`config.mk`:
```
export PLATFORM = sky130hd
export DESIGN_NAME = nes_pad_reader
export DESIGN_NICKNAME = d
export VERILOG_FILES = /design/src/rtl/nes_pad_reader.sv
export SDC_FILE = /design/constraint.sdc
export NUM_CORES = 1
export LEC_CHECK = 0
export CORE_ASPECT_RATIO = 1.25
export CORE_UTILIZATION = 53
export DETAILED_ROUTE_END_ITERATION = 10
export PLACE_DENSITY_LB_ADDON = 0.08
export RECOVER_POWER = 25
export SETUP_SLACK_MARGIN = 0.1
export SLEW_MARGIN = 20
export SYNTH_ARGS = -nofsm -noshare
export SYNTH_HDL_FRONTEND = slang
export SYNTH_SLANG_ARGS = --single-unit
export TNS_END_PERCENT = 30
```
`constraint.sdc`:
```
create_clock -name clk -period 2 [get_ports clk]
set_clock_uncertainty 0.15 [all_clocks]
set_input_delay 0.4 -clock clk [delete_from_list [all_inputs] [get_ports clk]]
set_output_delay 0.4 -clock clk [all_outputs]
set_load 0.03 [all_outputs]
```
`src/rtl/nes_pad_reader.sv`:
```
// NES controller poller plus the CPU-visible $4016 strobe/shift register.
// Polls the pad once per POLL_CYC, deserialises eight buttons, and replays them to the CPU.
module nes_pad_reader #(
  parameter int LATCH_CYC = 600,
  parameter int HALF_CYC  = 300,
  parameter int POLL_CYC  = 833333
) (
  input  logic       clk,
  input  logic       rst_n,
  input  logic       pad_data,
  output logic       pad_latch,
  output logic       pad_clk,
  input  logic       cpu_wr,
  input  logic       cpu_wdata,
  input  logic       cpu_rd,
  output logic       cpu_dout,
  output logic [7:0] buttons,
  output logic       frame_done
);

  localparam int PW    = (POLL_CYC > 1) ? $clog2(POLL_CYC) : 1;
  localparam int TMAX  = (LATCH_CYC > HALF_CYC) ? LATCH_CYC : HALF_CYC;
  localparam int TW    = $clog2(TMAX + 1);

  typedef enum logic [2:0] {
    S_IDLE,
    S_LATCH,
    S_CLK_HI,
    S_CLK_LO,
    S_DONE
  } state_t;

  state_t          state_reg, state_next;
  logic [PW-1:0]   poll_reg;
  logic [TW-1:0]   timer_reg, timer_next;
  logic [2:0]      bit_reg, bit_next;
  logic [7:0]      data_reg, data_next;
  logic [7:0]      buttons_reg, buttons_next;
  logic            done_reg, done_next;
  logic            latch_reg, latch_next;
  logic            pclk_reg, pclk_next;
  logic [1:0]      sync_reg;
  logic            pressed;

  logic            strb_reg, strb_next;
  logic [7:0]      sr_reg, sr_next;
  logic            dout_reg, dout_next;

  // Synchroniser idles at 1 so a released pad reads as "not pressed".
  always_ff @(posedge clk or negedge rst_n) begin
    if (!rst_n) begin
      sync_reg <= 2'b11;
    end else begin
      sync_reg <= {sync_reg[0], pad_data};
    end
  end

  assign pressed = ~sync_reg[1];

  always_ff @(posedge clk or negedge rst_n) begin
    if (!rst_n) begin
      poll_reg <= '0;
    end else if (poll_reg == PW'(POLL_CYC - 1)) begin
      poll_reg <= '0;
    end else begin
      poll_reg <= poll_reg + 1'b1;
    end
  end

  always_ff @(posedge clk or negedge rst_n) begin
    if (!rst_n) begin
      state_reg   <= S_IDLE;
      timer_reg   <= '0;
      bit_reg     <= '0;
      data_reg    <= '0;
      buttons_reg <= '0;
      done_reg    <= 1'b0;
      latch_reg   <= 1'b0;
      pclk_reg    <= 1'b0;
    end else begin
      state_reg   <= state_next;
      timer_reg   <= timer_next;
      bit_reg     <= bit_next;
      data_reg    <= data_next;
      buttons_reg <= buttons_next;
      done_reg    <= done_next;
      latch_reg   <= latch_next;
      pclk_reg    <= pclk_next;
    end
  end

  always_comb begin
    state_next   = state_reg;
    timer_next   = timer_reg + 1'b1;
    bit_next     = bit_reg;
    data_next    = data_reg;
    buttons_next = buttons_reg;
    done_next    = 1'b0;
    case (state_reg)
      S_IDLE: begin
        timer_next = '0;
        if (poll_reg == '0) begin
          state_next = S_LATCH;
          bit_next   = 3'd0;
        end
      end
      S_LATCH: begin
        if (timer_reg == TW'(LATCH_CYC - 1)) begin
          data_next[0] = pressed;
          bit_next     = 3'd1;
          timer_next   = '0;
          state_next   = S_CLK_HI;
        end
      end
      S_CLK_HI: begin
        if (timer_reg == TW'(HALF_CYC - 1)) begin
          timer_next = '0;
          state_next = S_CLK_LO;
        end
      end
      S_CLK_LO: begin
        // The pad shifted on the rising edge; sample late in the low phase.
        if (timer_reg == TW'(HALF_CYC - 1)) begin
          data_next[bit_reg] = pressed;
          timer_next         = '0;
          if (bit_reg == 3'd7) begin
            state_next = S_DONE;
          end else begin
            bit_next   = bit_reg + 3'd1;
            state_next = S_CLK_HI;
          end
        end
      end
      S_DONE: begin
        buttons_next = data_reg;
        done_next    = 1'b1;
        timer_next   = '0;
        state_next   = S_IDLE;
      end
      default: begin
        state_next = S_IDLE;
        timer_next = '0;
      end
    endcase
    latch_next = (state_next == S_LATCH);
    pclk_next  = (state_next == S_CLK_HI);
  end

  assign pad_latch  = latch_reg;
  assign pad_clk    = pclk_reg;
  assign buttons    = buttons_reg;
  assign frame_done = done_reg;

  always_ff @(posedge clk or negedge rst_n) begin
    if (!rst_n) begin
      strb_reg <= 1'b0;
      sr_reg   <= '0;
      dout_reg <= 1'b0;
    end else begin
      strb_reg <= strb_next;
      sr_reg   <= sr_next;
      dout_reg <= dout_next;
    end
  end

  // A read sees the pre-write strobe/shift state; a strobe-high write reloads at the same edge.
  always_comb begin
    strb_next = cpu_wr ? cpu_wdata : strb_reg;
    sr_next   = sr_reg;
    dout_next = dout_reg;
    if (cpu_rd) begin
      dout_next = sr_reg[0];
    end
    if (strb_next) begin
      sr_next = buttons_reg;
    end else if (cpu_rd && !strb_reg) begin
      sr_next = {1'b1, sr_reg[7:1]};
    end
  end

  assign cpu_dout = dout_reg;

endmodule

```
==> Word-level counts from Yosys, hierarchy flattened <==
Cells that the tools add are included.
{ "op_classes": {"addsub": 3, "multipliers": 0, "n_div": 0, "order_cmp": 2, "n_eq_ne": 14, "n_shift": 0, "n_mux": 25, "bitwise_logic": 1, "reduce_logical": 12} }
{ "op_table": {"columns": ["operator", "n"], "rows": [
  ["3-bit two-way mux", 9],
  ["20-bit by 1-bit adder with 20-bit output, second input constant", 1],
  ["20-bit == test, second input constant", 1],
  ["20-bit logical NOT", 1],
  ["10-bit two-way mux", 2],
  ["20-bit two-way mux", 1],
  ["10-bit case mux with 2 select lines", 1],
  ["8-bit two-way mux", 2],
  ["3-bit case mux with 4 select lines", 1],
  ["10-bit by 1-bit adder with 10-bit output, second input constant", 1],
  ["10-bit == test, second input constant", 1],
  ["10-bit by 9-bit == test with 1-bit output, second input constant", 1],
  ["3-bit by 2-bit == test with 1-bit output, second input constant", 3],
  ["3-bit case mux with 3 select lines", 1],
  ["8-bit bitwise mux", 1],
  ["2-bit != test, second input constant", 4],
  ["3-bit by 1-bit == test with 1-bit output, second input constant", 2],
  ["3-bit == test, second input constant", 2],
  ["1-bit two-way mux", 5],
  ["5-bit AND reduction", 1],
  ["3-bit by 4-bit < comparator with 1-bit output, second input constant", 1],
  ["2-bit nonzero test", 2],
  ["3-bit by 1-bit adder with 3-bit output, second input constant", 1],
  ["1-bit demux with 3-bit select", 1],
  ["other kinds (10)", 11]
]} }
{ "word_totals": {"regBits": 67, "latch_bits": 0, "ram_bits": 0, "rom_bits": 0, "inputBits": 6, "output_inout_bits": 12, "elab_cells": 71, "memories": 0} }

==> Longest topological paths before layout <==
Gate-level depths: netlist (run 1).
{ "depth": {"word_depth": 7, "ltp_mapped": 7, "mapped_depth_nobuf": 7} }

==> Worst setup path after synthesis (run 1) <==
No wires, ideal clock.
{ "synth_path": {"path_type": "register to register", "start": "register timer_reg[0]", "end": "register bit_reg[1]", "setup_ns": 0.128, "arrival_time_ns": 1.657, "required_ns": 1.722, "slack_ns": 0.065, "path_stages_with_launch": 7, "n_path_buf": 0, "period_less_slack_ns": 1.935, "path_cell_list": "dfrtp_1 > ha_1 > nor4bb_1 > nand4_1 > nor2_2 > o221ai_2 > mux2_1"} }
{ "synth_via": {"elab_chain_cells": 3, "word_cells_on_any_way": 5, "classes_between": "eq/ne: 4; reduce/logical: 1"} }
{ "synth_rtl": {"columns": ["element", "line", "source"], "rows": [
  ["start: declaration", "35", "logic [TW-1:0] timer_reg, timer_next;"],
  ["start signal: assignment", "82", "timer_reg <= timer_next;"],
  ["10-bit by 9-bit == test with 1-bit output or 10-bit == test (tied branches)", "123, 108", null],
  ["2-bit != test (no line)", null, null],
  ["5-bit AND reduction (no line) *", null, null],
  ["end signal: assignment", "83", "bit_reg <= bit_next;"],
  ["end: declaration", "36", "logic [2:0] bit_reg, bit_next;"]
]} }
Every way passes the cells marked *; elsewhere a longest branch is shown, timed or not.
A chain may end at the register's enable or synchronous reset.

==> Worst setup path after layout (run 1) <==
{ "layout_path": {"start": "register timer_reg[7]", "end": "register bit_reg[0]"} }
The elaborated chain is that of the path after synthesis.

==> summary.md, run 1 <==
| Metric | Value |
|---|---|
| I/O pin cnt | `18` |
| # clock sinks | `67` |
| CTS Buffer Depth | `2` |
| Antenna diode count | `0` |
| CP Data Required Time | `2.07 ns` |
| Pwr Density | `715.7 nW/um^2` |
| Element type at the critical path end | `register` |
| Power Total | `0.002867 W` |
| Vias in the first global route | `2280` |
| Startpoint types | `register` |
| Peak supply drop | `0.4001 mV` |
| Area of the multi-input gates | `1501 um^2` |
| Root Driver | `clkbuf_8` |
| Post-synth ARST share | `100.0%` |
| Highest clock rate | `between 400 and 500 MHz` |
| Final #Nets | `between 300 and 400` |
| Clk_lat worst skew | `0.34 ns` |
| MaxCap Viol Count | `0` |
| DRC Markers | `4` |
| Area delta synth->final | `28.76%` |
| HPWL after DPL | `3.999 mm` |
| Largest net degree at the start of global routing | `between 60 and 70` |
| Total grt overflow | `0` |
| P_int | `between 0.002 and 0.0025 W` |
| Share of the synthesized area in the top cell type | `between 50% and 60%` |
| CTS tree | `built` |
| Setup violators final | `3` |
| Setup ws final | `-0.06919 ns` |
| Period minus WS final | `2.069 ns` |
| Dpl cell area | `3533 um^2` |
| Average routed wire per standard cell | `15.10 um` |
| EDFF count, synth | `0` |
| Number of flip-flops in the largest register | `20` |
| Post-synthesis sequential area ratio | `53.98%` |
| CORE AREA | `5555 um^2` |
| Sw Ratio | `around 20%` |
| Initial antenna violation count | `0` |
| Fin crit share | `103.5%` |
| Post-synth cell types | `43` |
| Port Buffers | `17` |
| CP arrival | `2.14 ns` |
| Max transition margin | `about two fifths` |
| Row Count | `30` |
| Detailed Route Iter0 Violations | `93` |
| Final Cell Area | `4005 um^2` |
| Min-delay worst type | `register to register` |
| Post-DRT Antenna Nets | `0` |
| Synthesized area per cell | `10.76 um^2` |
| Register Area | `approximately 1700 um^2` |
| Mapped cell area | `3110 um^2` |
| Total Routing Usage GR | `21.15%` |
| CTS buffer count | `9` |
| Initial Util | `55.99%` |
| Sequential power share | `49.0%` |
| Top post-synthesis cells by area | `dfrtp_1 52%, nor2_1 4.9%, mux2i_1 4.2%` |
| Unrepaired setup endpoints after global routing | `true` |
| Die area | `6181 um^2` |
| Vias | `~2300` |
| Most area-hungry cell type in the Yosys netlist | `dfrtp_1` |
| NetSw | `0.0005744 W` |
| P_leak | `2.016 nW` |
| Synth Flop Type | `dfrtp_1` |
| Status | `finished, violations left` |
| Power share of the clock group | `47.0%` |
| Comb pwr share | `4.0%` |
| Failing checks | `DRC, setup timing` |
| Final WL | `6.177 mm` |
| Synth Warn # | `0` |
| First-pass GRT wire length | `10.03 mm` |
| Slew @ Worst Pin | `0.8815 ns` |
| #FFs+latches synth | `67` |
| Die Height | `87.65 um` |
| Crit path kind | `register to register` |
| Fin. Hold Viols | `0` |
| Routability cong. | `0.7989` |
| Final Max Slew Viols | `0` |
| Gate Count Post-Synth | `289` |
| Ratio of cells with drive above 1 in the final layout | `26.38%` |
| Filler cells | `404` |
| Post-Syn Nets | `300` |
| DR vias/cell | `about 5.6` |
| Die width | `70.52 um` |
| H-Tree Depth | `3` |
| Final core utilization | `72.09%` |
| DRT Pass-1 Iters | `7` |
| Max Fanout on Critical Path | `6` |
| Register clock-pin slew on the reported worst setup and hold paths | `0.07 ns` |
[worst paths after layout]
path / startpoint / end / slack (ns) / cells after the start
max in group asynchronous: rst_n / timer_reg[8]$_DFF_PN0_ / 0.40 / 3
min reg2reg: sync_reg[0]$_DFF_PN1_ / sync_reg[1]$_DFF_PN1_ / 0.21 / 0
min in group asynchronous: rst_n / bit_reg[0]$_DFFE_PN0P_ / 0.69 / 3
max reg2reg: timer_reg[7]$_DFF_PN0_ / bit_reg[0]$_DFFE_PN0P_ / -0.07 / 5
max: timer_reg[7]$_DFF_PN0_ / bit_reg[0]$_DFFE_PN0P_ / -0.07 / 5
min: sync_reg[0]$_DFF_PN1_ / sync_reg[1]$_DFF_PN1_ / 0.21 / 0
[synthesized netlist by cell type, drive strengths merged (3+ instances only)]
cell type  instances
dfrtp             65
mux2i             13
and2               4
ha                 5
clkbuf             5
nor2              43
a21oi             12
buf                3
nand2b             5
or3                3
xnor2             10
inv               14
mux2              12
nor3               7
nand2             15
nor4               5
nand4              8
o21ai              4
o31ai              4
and3               7
nand3             11
xor2              14
[layout by cell type (no fill, tap or decap), types with 10 or more instances in the layout]
master,Yosys,final
nor2_1,41,31
a21oi_1,12,11
xor2_1,14,14
nand2_1,15,15
inv_1,14,14
xnor2_1,10,10
buf_4,0,25
clkbuf_8,0,10
dfrtp_1,65,63
mux2i_1,13,13
[worst max-delay path, cell delays in order, from the launching register on]
cell	delay (ns)
dfrtp_1	0.46
nor4bb_1	0.43
nand4_1	0.27
nand2_1	0.16
o221ai_2	0.14
mux2_1	0.33
[cells by family (layout without fill, tap and decap cells)]
group,count (synthesis),after routing,share of synthesized area (%)
adder cells (fa/ha/maj),5,5,2.011
AO/OA/AOI/OAI,27,27,5.672
multiplexers,25,25,8.528
XOR/XNOR,24,24,6.758
buffers and inverters,22,78,2.735
flip-flops,67,67,53.98
AND/OR/NAND/NOR,119,119,20.31
[through the flow]
step / setup TNS, ns / hold WS (ns) / cells / setup slack [ns]
3_3_place_gp: 0 / 0.1961 / 385 / 0.05516
4_1_cts: 0 / 0.2139 / 405 / 0.04168
5_1_grt: -0.6994 / 0.2177 / 409 / -0.1868
6_report: -0.1842 / 0.2121 / 409 / -0.06919
3_5_place_dp: -0.02980 / 0.2081 / 385 / -0.01739
2_1_floorplan: 0 / -0.04559 / 289 / 0.1054
[final cells by class]
class	instances	share of cell area [%]
flip-flops and latches	67	41.99
clock inverters	5	2.499
well taps	64	1.999
multi-input cells	200	37.49
inverters	14	1.312
clock buffers	11	3.530
repair buffers	48	11.18
[power by group through the flow]
| stage | combinational, W | sequential (W) | clock, W |
|---|---|---|---|
| after floorplan | 0.0000573 | 0.00143 | 0 |
| after global placement | 0.000119 | 0.00143 | 0 |
| after detailed placement | 0.000122 | 0.00143 | 0 |
| after CTS | 0.000124 | 0.00140 | 0.00138 |
| after global routing | 0.000133 | 0.00141 | 0.00144 |
| final | 0.000116 | 0.00140 | 0.00135 |
[repair_timing]
action,CTS,global route
setup buffers,3,4
pin swaps,6,17
setup endpoints to repair,23,38
gates resized for setup,7,45
hold buffers,1,0
hold endpoints to repair,65,0
[layer usage]
| layer | global-route usage (%) | vias to the layer above | share of wire, % | wire (um) |
|---|---|---|---|---|
| li1 | - | 1107 | - | - |
| met1 | 24.49 | 1118 | 42 | 2622 |
| met3 | 3.797 | 16 | 2.6 | 159 |
| met4 | 12.99 | 0 | 2.7 | 164 |
| met5 | 0 | - | 0 | 0 |
| met2 | 36.80 | 34 | 52 | 3231 |
No activity file was read; power rests on OpenSTA's default activity.
==> inputs of run 2 (changes only) <==
CORE_UTILIZATION = 42   (was 53)
MAX_ROUTING_LAYER = met4   (was unset)
==> run 2 against run 1 <==
Against the previous run: the flow now finishes without violations; register-to-register slack better by 0.12 ns; via count down 1.9%; critical path depth up 2; wire length rose by 1.1%; cell count is 7.3% higher; design area is 2.8% higher; critical path type unchanged; largest cell class unchanged; largest power group is now the clock network.
==> summary.md, run 2 (same netlist as run 1, synthesis figures left out) <==
| Metric | Value |
|---|---|
| Number of flip-flops in the largest register | `20` |
| Die Height | `98.22 um` |
| Max transition margin | `39.51%` |
| Max Fanout on Critical Path | `3` |
| I/O pin cnt | `18` |
| Routability cong. | `0.7381` |
| Unrepaired setup endpoints after global routing | `true` |
| CP Cell Sequence | `inv_1 -> ha_1 -> nor4b_4 -> nand4_1 -> nor2_1 -> o221ai_2 -> mux2_1` |
| First-pass GRT wire length | `10.29 mm` |
| Total grt overflow | `0` |
| CP arrival | `roughly 2.0 ns` |
| Worst r2r src | `poll_reg[0]$_DFF_PN0_` |
| DRT Pass-1 Iters | `4` |
| CP Data Required Time | `2.08 ns` |
| Critical Path Source | `poll_reg[0]$_DFF_PN0_` |
| Initial Util | `44.05%` |
| DR vias/cell | `5.082` |
| Startpoint types | `register` |
| Final #Nets | `between 300 and 400` |
| Fin. Hold Viols | `0` |
| Fin crit share | `97.39%` |
| P_leak | `2.045 nW` |
| # clock sinks | `67` |
| CP bufs+invs | `1` |
| Die width | `78.97 um` |
| Crit path kind | `register to register` |
| Port Buffers | `17` |
| Highest clock rate | `~500 MHz` |
| Most used cells in the layout excluding fill and tap cells | `61 x dfrtp_1, 31 x nor2_1, 31 x buf_4` |
| Total Routing Usage GR | `18.07%` |
| Final Max Slew Viols | `0` |
| Initial antenna violation count | `0` |
| MaxCap Viol Count | `0` |
| Commonest non-fill, non-tap cell in the layout | `dfrtp_1` |
| Pwr Density | `728.5 nW/um^2` |
| HPWL after DPL | `4.075 mm` |
| CP max-delay cell | `dfrtp_1` |
| Slew @ Worst Pin | `roughly 0.91 ns` |
| Area delta synth->final | `32.34%` |
| Period minus WS final | `1.948 ns` |
| Antenna diode count | `0` |
| Vias | `about 2200` |
| Peak supply drop | `0.6305 mV` |
| Reg2Reg Setup Slack | `0.05 ns` |
| Register clock-pin slew on the reported worst setup and hold paths | `around 0.070 ns` |
| HP Start | `sync_reg[0]$_DFF_PN1_` |
| Cells on worst reg2reg path | `7` |
| CORE AREA | `between 7000 and 8000 um^2` |
| Reg-to-reg endpoint | `bit_reg[0]$_DFFE_PN0P_` |
| Element type at the critical path end | `register` |
| Status | `completed` |
| Ratio of cells with drive above 1 in the final layout | `roughly 28%` |
| Detailed Route Iter0 Violations | `133` |
| Largest net degree at the start of global routing | `68` |
| Average routed wire per standard cell | `roughly 14 um` |
| Clk_lat worst skew | `0.35 ns` |
| H-Tree Depth | `3` |
| Die area | `7756 um^2` |
| CTS tree | `built` |
| Vias in the first global route | `2241` |
| Row Count | `34` |
| CTS Buffer Depth | `2` |
| Setup violators final | `0` |
| Worst setup path endpoint | `bit_reg[0]$_DFFE_PN0P_` |
| Power Total | `0.002999 W` |
| Crit path largest cell delay | `0.41 ns` |
| CP delay by family, top | `simple AND/OR/NAND/NOR gates` |
| DRC Markers | `0` |
| CTS buffer count | `9` |
| CP Depth | `7` |
| Final WL | `6.248 mm` |
| Root Driver | `clkbuf_8` |
| Min-delay worst type | `register to register` |
| Post-DRT Antenna Nets | `0` |
| Final core utilization | `58.29%` |
[run 2: changes by cell type in the layout (fill, tap and decap cells not counted), sizes merged]
cell and delta:
clkdlybuf4s50 -1, buf +3, clkinvlp +1, bufinv +1
clkinv -2, inv +1, dlygate4sd2 +1
[run 2: cell type report]
cell class | instances | area (um^2)
Clock buffer | 10 | 127.6
Sequential cell | 67 | 1684
Fill cell | 629 | 2945
Multi-Input combinational cell | 200 | 1524
Tap cell | 90 | 112.6
Clock inverter | 6 | 136.4
Inverter | 14 | 52.55
Timing Repair Buffer | 52 | 479.2
[run 2: through the flow]
step                setup WS (ns)  setup TNS (ns)  instances  cell area, um^2  hold WS (ns)
finish                    0.05212               0        439             4116        0.2080
global placement          0.03903               0        414             3588        0.1974
detailed placement       -0.07144         -0.1883        414             3588        0.1988
global route             -0.05514         -0.1818        439             4116        0.2162
CTS                       0.03209               0        432             3900        0.2103
floorplan                  0.1054               0        289             3123      -0.04559
[run 2: what timing repair did]
item | CTS | global route
gates cloned | 0 | 1
hold buffers | 1 | 0
resized for setup | 8 | 47
buffers inserted | 1 | 6
endpoints found under the hold margin | 65 | 0
pin swaps | 5 | 25
setup endpoints to repair | 26 | 36
[run 2: power breakdown]
part           leakage (nW)  switching, W  internal (W)
clock                 0.127      0.000521      0.000959
sequential            0.873     0.0000156       0.00139
combinational          1.05     0.0000701     0.0000461
total                  2.05      0.000607       0.00239
[run 2: worst min path at each step]
stage / end / slack, ns / cells past startpoint
after floorplan: bit_reg[0]$_DFFE_PN0P_ / -0.05 / 0
after global placement: sync_reg[1]$_DFF_PN1_ / 0.20 / 0
after detailed placement: sync_reg[1]$_DFF_PN1_ / 0.20 / 0
after CTS: sync_reg[1]$_DFF_PN1_ / 0.21 / 0
after global routing: sync_reg[1]$_DFF_PN1_ / 0.22 / 0
final: sync_reg[1]$_DFF_PN1_ / 0.21 / 0
[run 2: per-layer routing]
layer / global-route usage, % / wire length, um
met1: 20.31 / 2788
met2: 29.64 / 3162
met3: 4.766 / 204
met4: 8.392 / 92
met5: - / 0
==> inputs of run 3 (changes only) <==
CTS_CLUSTER_SIZE = 28   (was unset)
==> results of run 3 <==
No change in the layout: final DEF, timing and power equal those of run 2.
